[src/rtl/bank_conflict_scheduler.sv]
// Splits one vector of per-lane bank requests into conflict-free grant beats.
// Fixed lane-index priority: the lowest pending lane targeting a bank wins each beat.
module bank_conflict_scheduler #(
    parameter int unsigned N_LANES = 4,
    parameter int unsigned MAP     = 2,
    parameter int unsigned STATW   = 16
) (
    input  logic                   clk,
    input  logic                   rst_n,
    input  logic                   in_valid,
    output logic                   in_ready,
    input  logic [N_LANES-1:0]     in_mask,
    input  logic [N_LANES*MAP-1:0] in_BI_bus,
    output logic                   out_valid,
    input  logic                   out_ready,
    output logic [N_LANES-1:0]     out_grant,
    output logic [N_LANES*MAP-1:0] out_BI_bus,
    output logic [MAP-1:0]         out_round,
    output logic                   out_last,
    output logic [STATW-1:0]       conflict_cnt
);

    localparam logic [0:0] IDLE  = 1'b0;
    localparam logic [0:0] ISSUE = 1'b1;

    logic [0:0]             state_q,   state_d;
    logic [N_LANES-1:0]     pending_q, pending_d;
    logic [N_LANES*MAP-1:0] bi_q,      bi_d;
    logic [MAP-1:0]         round_q,   round_d;
    logic [STATW-1:0]       cnt_q,     cnt_d;

    logic [N_LANES-1:0]     grant;
    logic                   blocked;
    logic                   last_beat;

    // A pending lane is held back only by a lower-index pending lane on the same bank.
    always_comb begin
        grant   = '0;
        blocked = 1'b0;
        for (int unsigned i = 0; i < N_LANES; i++) begin
            blocked = 1'b0;
            for (int unsigned j = 0; j < i; j++) begin
                if (pending_q[j] && (bi_q[j*MAP +: MAP] == bi_q[i*MAP +: MAP])) begin
                    blocked = 1'b1;
                end
            end
            grant[i] = pending_q[i] && !blocked;
        end
    end

    assign last_beat = ((pending_q & ~grant) == '0);

    always_comb begin
        state_d   = state_q;
        pending_d = pending_q;
        bi_d      = bi_q;
        round_d   = round_q;
        cnt_d     = cnt_q;
        case (state_q)
            IDLE: begin
                // An all-zero mask is consumed here without producing a beat.
                if (in_valid && (in_mask != '0)) begin
                    bi_d      = in_BI_bus;
                    pending_d = in_mask;
                    round_d   = '0;
                    state_d   = ISSUE;
                end
            end
            ISSUE: begin
                if (out_ready) begin
                    pending_d = pending_q & ~grant;
                    if (last_beat) begin
                        state_d = IDLE;
                        round_d = '0;
                    end else begin
                        round_d = round_q + 1'b1;
                        if (cnt_q != '1) begin
                            cnt_d = cnt_q + 1'b1;
                        end
                    end
                end
            end
            default: state_d = IDLE;
        endcase
    end

    always_ff @(posedge clk or negedge rst_n) begin
        if (!rst_n) begin
            state_q   <= IDLE;
            pending_q <= '0;
            bi_q      <= '0;
            round_q   <= '0;
            cnt_q     <= '0;
        end else begin
            state_q   <= state_d;
            pending_q <= pending_d;
            bi_q      <= bi_d;
            round_q   <= round_d;
            cnt_q     <= cnt_d;
        end
    end

    assign in_ready     = (state_q == IDLE);
    assign out_valid    = (state_q == ISSUE);
    assign out_grant    = (state_q == ISSUE) ? grant : '0;
    assign out_last     = (state_q == ISSUE) && last_beat;
    assign out_BI_bus   = bi_q;
    assign out_round    = round_q;
    assign conflict_cnt = cnt_q;

endmodule

[config.mk]
export PLATFORM = sky130hd
export DESIGN_NAME = bank_conflict_scheduler
export DESIGN_NICKNAME = d
export VERILOG_FILES = /design/src/rtl/bank_conflict_scheduler.sv
export SDC_FILE = /design/constraint.sdc
export NUM_CORES = 1
export LEC_CHECK = 0
export BUFFER_PORTS_ARGS = -buffer_cell sky130_fd_sc_hd__buf_2
export CAP_MARGIN = 20
export CORE_MARGIN = 4
export CORE_UTILIZATION = 55
export DETAILED_ROUTE_END_ITERATION = 7
export GPL_TIMING_DRIVEN = 0
export PLACE_DENSITY = 0.83
export SLEW_MARGIN = 10
export SYNTH_ARGS = -nofsm -noshare
export SYNTH_HDL_FRONTEND = slang
export SYNTH_SLANG_ARGS = --single-unit
[constraint.sdc]
create_clock -name clk -period 3.25 [get_ports clk]
set_clock_uncertainty 0.05 [all_clocks]
set_input_delay 0.1625 -clock clk [delete_from_list [all_inputs] [get_ports clk]]
set_output_delay 0.1625 -clock clk [all_outputs]
set_load 0.1 [all_outputs]
# Word level (Yosys, flattened, before mapping)
# Index checks and enable logic that the tools add are counted.
# totals
input_bits	16
wordCells	57
out_inout_bits	33
reg_bits	31
# op_classes
mux	18
bitwise	4
add_sub_neg	2
eq_ne	9
n_reduce_logical	19
# ops
operator	count
$add 16x1->16 const B	1
$ne 16x16->1 const B	1
$eq 2x2->1	6
$mux 4	3
$logic_and 1x1->1	11
$mux 1	9
$pmux 4 s2	1
$mux 2	3
$and 4x4->4	1
$logic_not 4->1	1
$not 4->4	1
$pmux 2 s2	1
$reduce_and 2->1	2
$reduce_and 4->1	1
$reduce_bool 4->1	1
$logic_not 1->1	3
$add 2x1->2 const B	1
$ne 2x1->1 const B	1
$ne 2x2->1 const B	1
$not 1->1	2
$pmux 1 s2	1

# Longest topological paths before layout
# Gate-level depths: netlist of the first run.
# depth
depth_word	13
depth_mapped	8
depth_no_buf	7

# Worst setup path before layout of the first run
# No wires, ideal clock.
# synth_timing
kind	register to output
start	register state_q (netlist: out_valid)
end	output out_last
path_stages_with_launch	4
t_required_ps	3037
arrival_ps	4677
slack_ps	-1639
n_path_buf	1
cell_sequence	dfrtp_1 buf_2 inv_1 nor4_1
# synth_via
elab_chain_len	1
# synth_lines
item	line	text
from (decl)	26	logic [0:0] state_q, state_d;
from (signal assigned)	95	state_q <= state_d;
$logic_and 1x1->1	106	assign out_last = (state_q == ISSUE) && last_beat;
to (decl)	19	output logic out_last,
# Every way passes these cells.

# Final worst setup path of the first run
# layout_timing
start	register bi_q[7] (netlist: out_BI_bus[7])
end	output out_last
# layout_via
elab_chain_len	11
elab_cells_between_ends	15
cone_classes	eq/ne: 3; mux: 3; bitwise: 2; reduce/logical: 7
# layout_lines
item	line	text
from (decl)	28	logic [N_LANES*MAP-1:0] bi_q, bi_d;
from (signal assigned)	97	bi_q <= bi_d;
$eq 2x2->1	43	if (pending_q[j] && (bi_q[j*MAP +: MAP] == bi_q[i*MAP +: MAP])) begin
$logic_and 1x1->1	43	
$mux 1 (2 in a row)	43	
$mux 1 *	43	
$logic_not 1->1 *	47	grant[i] = pending_q[i] && !blocked;
$logic_and 1x1->1 *	47	
$not 4->4 *	51	assign last_beat = ((pending_q & ~grant) == '0);
$and 4x4->4 *	51	
$logic_not 4->1 *	51	
$logic_and 1x1->1 *	106	
# Every way passes the cells marked *; elsewhere a longest branch is shown, timed or not.

==> flow_summary.json, run 1 <==
{
  "cpPeakStageDelay_ns": 0.46,
  "holdCritPathClass": "in2reg",
  "numCtsBuffers": 5,
  "synthCells": 160,
  "worstSetupPathType": "reg2out",
  "vias": 1407,
  "io_buffer_count": 48,
  "finalSetupViolCount": 0,
  "syn_to_final_growth_pct": 21.0,
  "netlist_area_um2": 1760,
  "drc": 0,
  "clk_pin_slew_ns": 0.11,
  "antenna_found_initial": 0,
  "setup_ws_ns": 1.07,
  "fp.dieH_um": 64.6,
  "mostFrequentLayoutCell": "buf_2",
  "gp_congestion": 0.847,
  "drive_above_1_share": 0.401,
  "nFillCells": 265,
  "tightest_slew_ns": 0.688,
  "worst_ep_arrival_time_ns": 1.97,
  "yosys.cell_types.count": 41,
  "mostFrequentLayoutCells": "buf_2, dfrtp_1, nand2_1, xnor2_1, nor2_1",
  "cts_setup_buffers": 0,
  "slew_headroom": 0.541,
  "row_count": 20,
  "root_buffer": "clkbuf_4",
  "cts_tree": "built",
  "clockBufferDepth": 2,
  "start_util": 0.577,
  "finalNetCount": 233,
  "avgRoutedWirePerCell_um": 14.0,
  "htreeDepth": 2,
  "detailedPlace.worstSlack_ns": 1.11,
  "ctsResizeCount": 0,
  "period_share": 0.671,
  "ys_ff_latch": 31,
  "worst_path_max_delay_cell": "dfrtp_1",
  "yosysWarnings": 0,
  "syn_nets": 177,
  "syn-mean-instance-area_um2": 11.0,
  "core-area_um2": 3050,
  "grt_max_degree": 32,
  "synth_sequential_area_ratio": 0.441,
  "fp.dieW_um": 64.6,
  "fin_tns_setup_ns": 0,
  "multi_input_area_um2": 952,
  "clock_latency_ns": 0.33,
  "drt_iter0_drc": 77,
  "crit_chain": "xnor2_1 > nand3_2 > a31oi_4 > nor4_4 > buf_2",
  "cap_violations": 0,
  "io_pins": 49,
  "hold_violations": 0,
  "first_pass_iters": 4,
  "n_antenna_cell": 0,
  "final_core_util": 0.698,
  "grt.overflow.total": 0,
  "crit_fanout": 5,
  "post-route-min-period_ns": 2.18,
  "start_kind": "register",
  "status": "completed",
  "dp_hpwl_mm": 2.80,
  "ant_nets": 0,
  "drt-total-wl_mm": 3.67,
  "ctsHoldBuffers": 1,
  "grt_setup_unrepaired": "no",
  "end_kind": "primary output",
  "fmax_ghz": 0.459,
  "floorplan.die_area_um2": 4170,
  "cts_sinks": 31,
  "grtUsageTotal": 0.189,
  "grt_pass1_wl_mm": 6.18,
  "drv_slew": 0,
  "seq_area_um2": 776,
  "holdWs_ns": 0.00430,
  "cp.required_ns": 3.04,
  "viasPerCell": 5.39,
  "first_global_vias": 1379
}
[final timing paths]
kind	startpoint	slack (ns)	end	depth (start not counted)
min in group asynchronous	rst_n	0.34	conflict_cnt[14]	2
min	in_mask[0]	0.004	pending_q[0]	3
max reg2reg	conflict_cnt[0]	1.10	conflict_cnt[1]	7
max in group asynchronous	rst_n	2.34	out_BI_bus[3]	2
max	out_BI_bus[7]	1.07	out_last	5
min reg2reg	conflict_cnt[13]	0.46	conflict_cnt[13]	1
[flip-flops by register name, indices dropped and copies added, names as in the netlist]
name and cells:
out_round 2, conflict_cnt 16, pending_q 4, out_BI_bus 8
out_valid 1
[logic make-up (layout without fill, tap and decap cells)]
| group | Yosys count | count (layout) | synth area share |
|---|---|---|---|
| AOI/OAI and AO/OA | 14 | 14 | 0.0782 |
| buffers and inverters | 9 | 66 | 0.0270 |
| adders and majority gates | 1 | 1 | 0.00711 |
| and+or+nand+nor | 67 | 67 | 0.235 |
| DFF | 31 | 31 | 0.441 |
| xor gates and xnor gates | 25 | 25 | 0.124 |
| muxes | 13 | 13 | 0.0881 |
[stage by stage]
| step | std cells | area, um2 |
|---|---|---|
| floorplan | 160 | 1780 |
| global placement | 252 | 2070 |
| detailed placement | 252 | 2070 |
| CTS | 261 | 2130 |
| global route | 261 | 2130 |
| finish | 261 | 2130 |
[synth_stat cells]
| library cell | count | area [um2] |
|---|---|---|
| a21boi_2 | 1 | 11.3 |
| a21o_1 | 1 | 7.51 |
| a221o_1 | 1 | 10.0 |
| a31oi_1 | 1 | 6.26 |
| a31oi_4 | 1 | 21.3 |
| and2_1 | 2 | 12.5 |
| and3_1 | 2 | 12.5 |
| and4_1 | 2 | 17.5 |
| buf_2 | 2 | 10.0 |
| buf_8 | 1 | 15.0 |
| dfrtp_1 | 31 | 776 |
| ha_1 | 1 | 12.5 |
| inv_1 | 6 | 22.5 |
| mux2_2 | 8 | 90.1 |
| mux2_4 | 3 | 45.0 |
| mux2i_1 | 2 | 20.0 |
| nand2_1 | 17 | 63.8 |
| nand2b_1 | 1 | 6.26 |
| nand2b_4 | 1 | 13.8 |
| nand3_1 | 8 | 40.0 |
| nand3_2 | 3 | 30.0 |
| nand4_1 | 2 | 12.5 |
| nand4_2 | 1 | 12.5 |
| nand4b_1 | 1 | 8.76 |
| nor2_1 | 12 | 45.0 |
| nor2b_1 | 2 | 12.5 |
| nor3_1 | 2 | 10.0 |
| nor3_2 | 5 | 50.1 |
| nor3_4 | 1 | 16.3 |
| nor4_1 | 1 | 6.26 |
| nor4_2 | 2 | 25.0 |
| o21a_1 | 1 | 7.51 |
| o21ai_0 | 4 | 20.0 |
| o2bb2ai_1 | 1 | 8.76 |
| o311ai_4 | 1 | 26.3 |
| o31ai_1 | 1 | 7.51 |
| o41a_1 | 1 | 11.3 |
| or2_2 | 1 | 6.26 |
| or3_4 | 1 | 11.3 |
| xnor2_1 | 16 | 140 |
| xor2_1 | 9 | 78.8 |
[metal layers]
| layer | part of all wire | wire (um) | vias up | GRT usage |
|---|---|---|---|---|
| li1 | - | - | 667 | - |
| met1 | 0.42 | 1550 | 697 | 0.230 |
| met2 | 0.51 | 1880 | 39 | 0.327 |
| met3 | 0.059 | 217 | 4 | 0.0572 |
| met4 | 0.0055 | 20 | 0 | 0.0475 |
| met5 | 0 | 0 | - | 0 |
[cell type report]
cell class | count | share of cell area
Buffer | 3 | 0.0117
Clock buffer | 7 | 0.0211
Clock inverter | 1 | 0.00235
Inverter | 6 | 0.0106
Multi-Input combinational cell | 120 | 0.447
Sequential cell | 31 | 0.364
Tap cell | 44 | 0.0258
Timing Repair Buffer | 49 | 0.117
[critical path, delay by kind of cell (launching register included)]
family / cells / cell delay, ns
flip-flops: 1 / 0.46
AND/OR/NAND/NOR: 2 / 0.40
AO/OA/AOI/OAI: 1 / 0.15
XOR/XNOR: 1 / 0.18
buffers and inverters: 1 / 0.46
Power of run 1 is not shown: default switching activity piles up to over one toggle a cycle in this logic, so the estimate is an artifact.
==> run 2: changes to the inputs <==
--- a/config.mk
+++ b/config.mk
@@ -5,13 +5,14 @@
 export SDC_FILE = /design/constraint.sdc
 export NUM_CORES = 1
 export LEC_CHECK = 0
+export ABC_AREA = 1
 export BUFFER_PORTS_ARGS = -buffer_cell sky130_fd_sc_hd__buf_2
 export CAP_MARGIN = 20
 export CORE_MARGIN = 4
-export CORE_UTILIZATION = 55
+export CORE_UTILIZATION = 48
 export DETAILED_ROUTE_END_ITERATION = 7
 export GPL_TIMING_DRIVEN = 0
-export PLACE_DENSITY = 0.83
+export PLACE_DENSITY = 0.76
 export SLEW_MARGIN = 10
 export SYNTH_ARGS = -nofsm -noshare
 export SYNTH_HDL_FRONTEND = slang
==> constraint.sdc (replaced) <==
create_clock -name clk -period 1.75 [get_ports clk]
set_clock_uncertainty 0.05 [all_clocks]
set_input_delay 0.0875 -clock clk [delete_from_list [all_inputs] [get_ports clk]]
set_output_delay 0.0875 -clock clk [all_outputs]
set_load 0.1 [all_outputs]
==> run 2 against run 1 <==
The flow now finishes with violations (negative setup slack); worst hold slack better by 0.047 ns; non-clock buffer count grew 28; count of clock-buffer cells in the layout up 1; register-to-register slack worse by 1.1 ns; worst setup slack got worse by 1.2 ns; sequential share of layout area down 7.1 points; cell area up 33%; global-route usage up 2.0 points; die area is 24% higher; largest cell class unchanged; highest routed layer unchanged.
==> flow_summary.json, run 2 <==
{
  "status": "finished, violations left",
  "violations": "negative setup slack",
  "htreeDepth": 2,
  "clk_pin_slew_ns": 0.06,
  "place_area_um2": 2390,
  "mostFrequentLayoutCell": "nand2_1",
  "io_pins": 49,
  "root_buffer": "clkbuf_8",
  "final_core_util": 0.744,
  "drive_above_1_share": 0.443,
  "clock_power_share": 0.102,
  "end_kind": "primary output",
  "drt-total-wl_mm": 5.33,
  "floorplan.die_area_um2": 5160,
  "comb_power_share": 0.687,
  "ant_nets": 0,
  "mostFrequentLayoutCells": "nand2_1, buf_2, inv_1, nand4_1, dfrtp_2",
  "fin_tns_setup_ns": -0.160,
  "largest_reg_flops": 16,
  "r2r_start": "out_BI_bus[4]",
  "synth_sequential_area_ratio": 0.397,
  "sw_frac_of_total": 0.584,
  "drv_slew": 0,
  "seq_area_um2": 830,
  "grt_max_degree": 32,
  "io_buffer_count": 48,
  "row_count": 22,
  "finalSetupViolCount": 2,
  "clock_latency_ns": 0.28,
  "stdcell_count": 389,
  "synthCells": 261,
  "synth_top_area_frac": 0.397,
  "p_seq_frac": 0.211,
  "dp_hpwl_mm": 3.54,
  "multi_input_area_um2": 1120,
  "p_per_area_nw_per_um2": 2120,
  "cts_sinks": 31,
  "setup_ws_ns": -0.103,
  "fp.dieW_um": 71.8,
  "cts_tree": "built",
  "crit_fanout": 4,
  "synth_common_cells": "nand2_1, dfrtp_1, inv_1",
  "nFillCells": 264,
  "cp.required_ns": 1.61,
  "numCtsBuffers": 5,
  "p_int_mw": 2.50,
  "ys_ff_latch": 31,
  "worst_ep_arrival_time_ns": 1.72,
  "ir_drop_mv": 2.14,
  "start_kind": "register",
  "antenna_found_initial": 0,
  "holdCritPathClass": "in2reg",
  "min-delay-start": "in_mask[0]",
  "n_antenna_cell": 0,
  "syn_nets": 278,
  "vias": 2029,
  "start_util": 0.514,
  "syn_to_final_growth_pct": 44.6,
  "worstSetupPathType": "reg2out",
  "yosys.cell_types.count": 29,
  "netlist_area_um2": 1950,
  "first_global_vias": 1893,
  "avgRoutedWirePerCell_um": 13.7,
  "yosys_most_used_dff": "dfrtp_1",
  "yosys.area.top_type": "dfrtp_1",
  "viasPerCell": 5.22,
  "slew_headroom": 0.527,
  "switching_power_mw": 3.51,
  "fin_area_um2": 2830,
  "clockBufferDepth": 2,
  "syn-mean-instance-area_um2": 7.49,
  "post-route-min-period_ns": 1.85,
  "finalNetCount": 357,
  "period_share": 1.06,
  "power.leakage_nw": 1.35,
  "drt_iter0_drc": 162,
  "startpoint": "out_BI_bus[4]",
  "grt_pass1_wl_mm": 8.57,
  "grt.overflow.total": 0,
  "grtUsageTotal": 0.209,
  "yosysWarnings": 0,
  "cap_violations": 0,
  "dpl.cell_count": 357,
  "drc": 0,
  "fmax_ghz": 0.540,
  "first_pass_iters": 5,
  "yosys-top-cells-area": "dfrtp_1, nand2_1, nand4_1",
  "tightest_slew_ns": 0.710,
  "synthArstFlopShare": 1.00,
  "fp.dieH_um": 71.8,
  "core-area_um2": 3800,
  "hold_violations": 0,
  "gp_congestion": 0.859,
  "yosysMostFrequentCell": "nand2_1",
  "holdWs_ns": 0.0511,
  "grt_setup_unrepaired": "yes",
  "synth-edff-count": 0
}
-- run 2: cell count changes after synthesis, moves of 6 or more --
| cell | before | now |
|---|---|---|
| inv_1 | 6 | 24 |
| nand3_1 | 8 | 15 |
| nand4_1 | 2 | 16 |
| mux2_2 | 8 | 0 |
| inv_2 | 0 | 7 |
| a21oi_1 | 0 | 6 |
| o21ai_0 | 4 | 12 |
| xnor2_1 | 16 | 6 |
| nand2_1 | 17 | 84 |
-- run 2: per-layer routing --
layer	GRT usage	up-vias	wire length, um
li1	-	1007	-
met1	0.275	954	2370
met2	0.340	60	2610
met3	0.0449	8	274
met4	0.0710	0	79
met5	0	-	0
-- run 2: final timing paths --
path / to / slack (ns) / cells past startpoint
setup / recovery: out_last / -0.10 / 9
max in group asynchronous: conflict_cnt[0] / 0.77 / 2
hold reg to reg: conflict_cnt[15] / 0.47 / 2
hold / removal: pending_q[0] / 0.05 / 3
min in group asynchronous: pending_q[3] / 0.34 / 2
setup reg to reg: conflict_cnt[13] / 0.01 / 10
-- run 2: logic make-up (layout without fill, tap and decap cells) --
kind of cell / count (synthesis) / after routing / share of synthesized area
flip-flops: 31 / 31 / 0.397
AO/OA/AOI/OAI: 27 / 27 / 0.0845
buffers and inverters: 40 / 119 / 0.0941
XOR/XNOR: 10 / 10 / 0.0448
AND/OR/NAND/NOR: 152 / 153 / 0.373
adder cells (fa/ha/maj): 1 / 1 / 0.00640
-- run 2: worst max-delay path, cell delays in order, from the launching register on --
cell and delay [ns]:
dfrtp_4 0.50, inv_4 0.09, nand2_2 0.06, nand3_2 0.09, nand2_4 0.07, a21oi_4 0.15, nand2_4 0.07, buf_8 0.12
nor2_4 0.10, buf_12 0.18
-- run 2: stage by stage --
step                power [mW]  setup slack [ns]
CTS                       5.73            -0.163
floorplan                 4.20            -0.633
finish                    6.00            -0.103
detailed placement        4.80            -0.196
global placement          4.75            -0.182
global route              6.31            -0.187
-- run 2: repair_timing --
action,4_1_cts,5_1_grt
hold buffers,9,0
endpoints found under the hold margin,39,0
endpoints found under the setup margin,14,22
resized for setup,16,20
setup buffers,6,8
pin swaps,8,8
gates cloned,0,1
-- run 2: final cells by class --
type,count,area share
multi-input combinational,191,0.398
sequential,31,0.293
timing repair buffer,71,0.179
inverter,31,0.0452
clock buffer,8,0.0354
buffer,9,0.0283
tap,48,0.0212
-- run 2: power groups by stage --
stage	sequential (mW)	combinational, mW	clock [mW]
finish	1.27	4.12	0.614
global route	1.30	4.34	0.662
CTS	1.25	3.86	0.627
detailed placement	1.25	3.55	0
global placement	1.24	3.51	0
floorplan	2.38	1.82	0
Power figures use the tool's default switching activity.
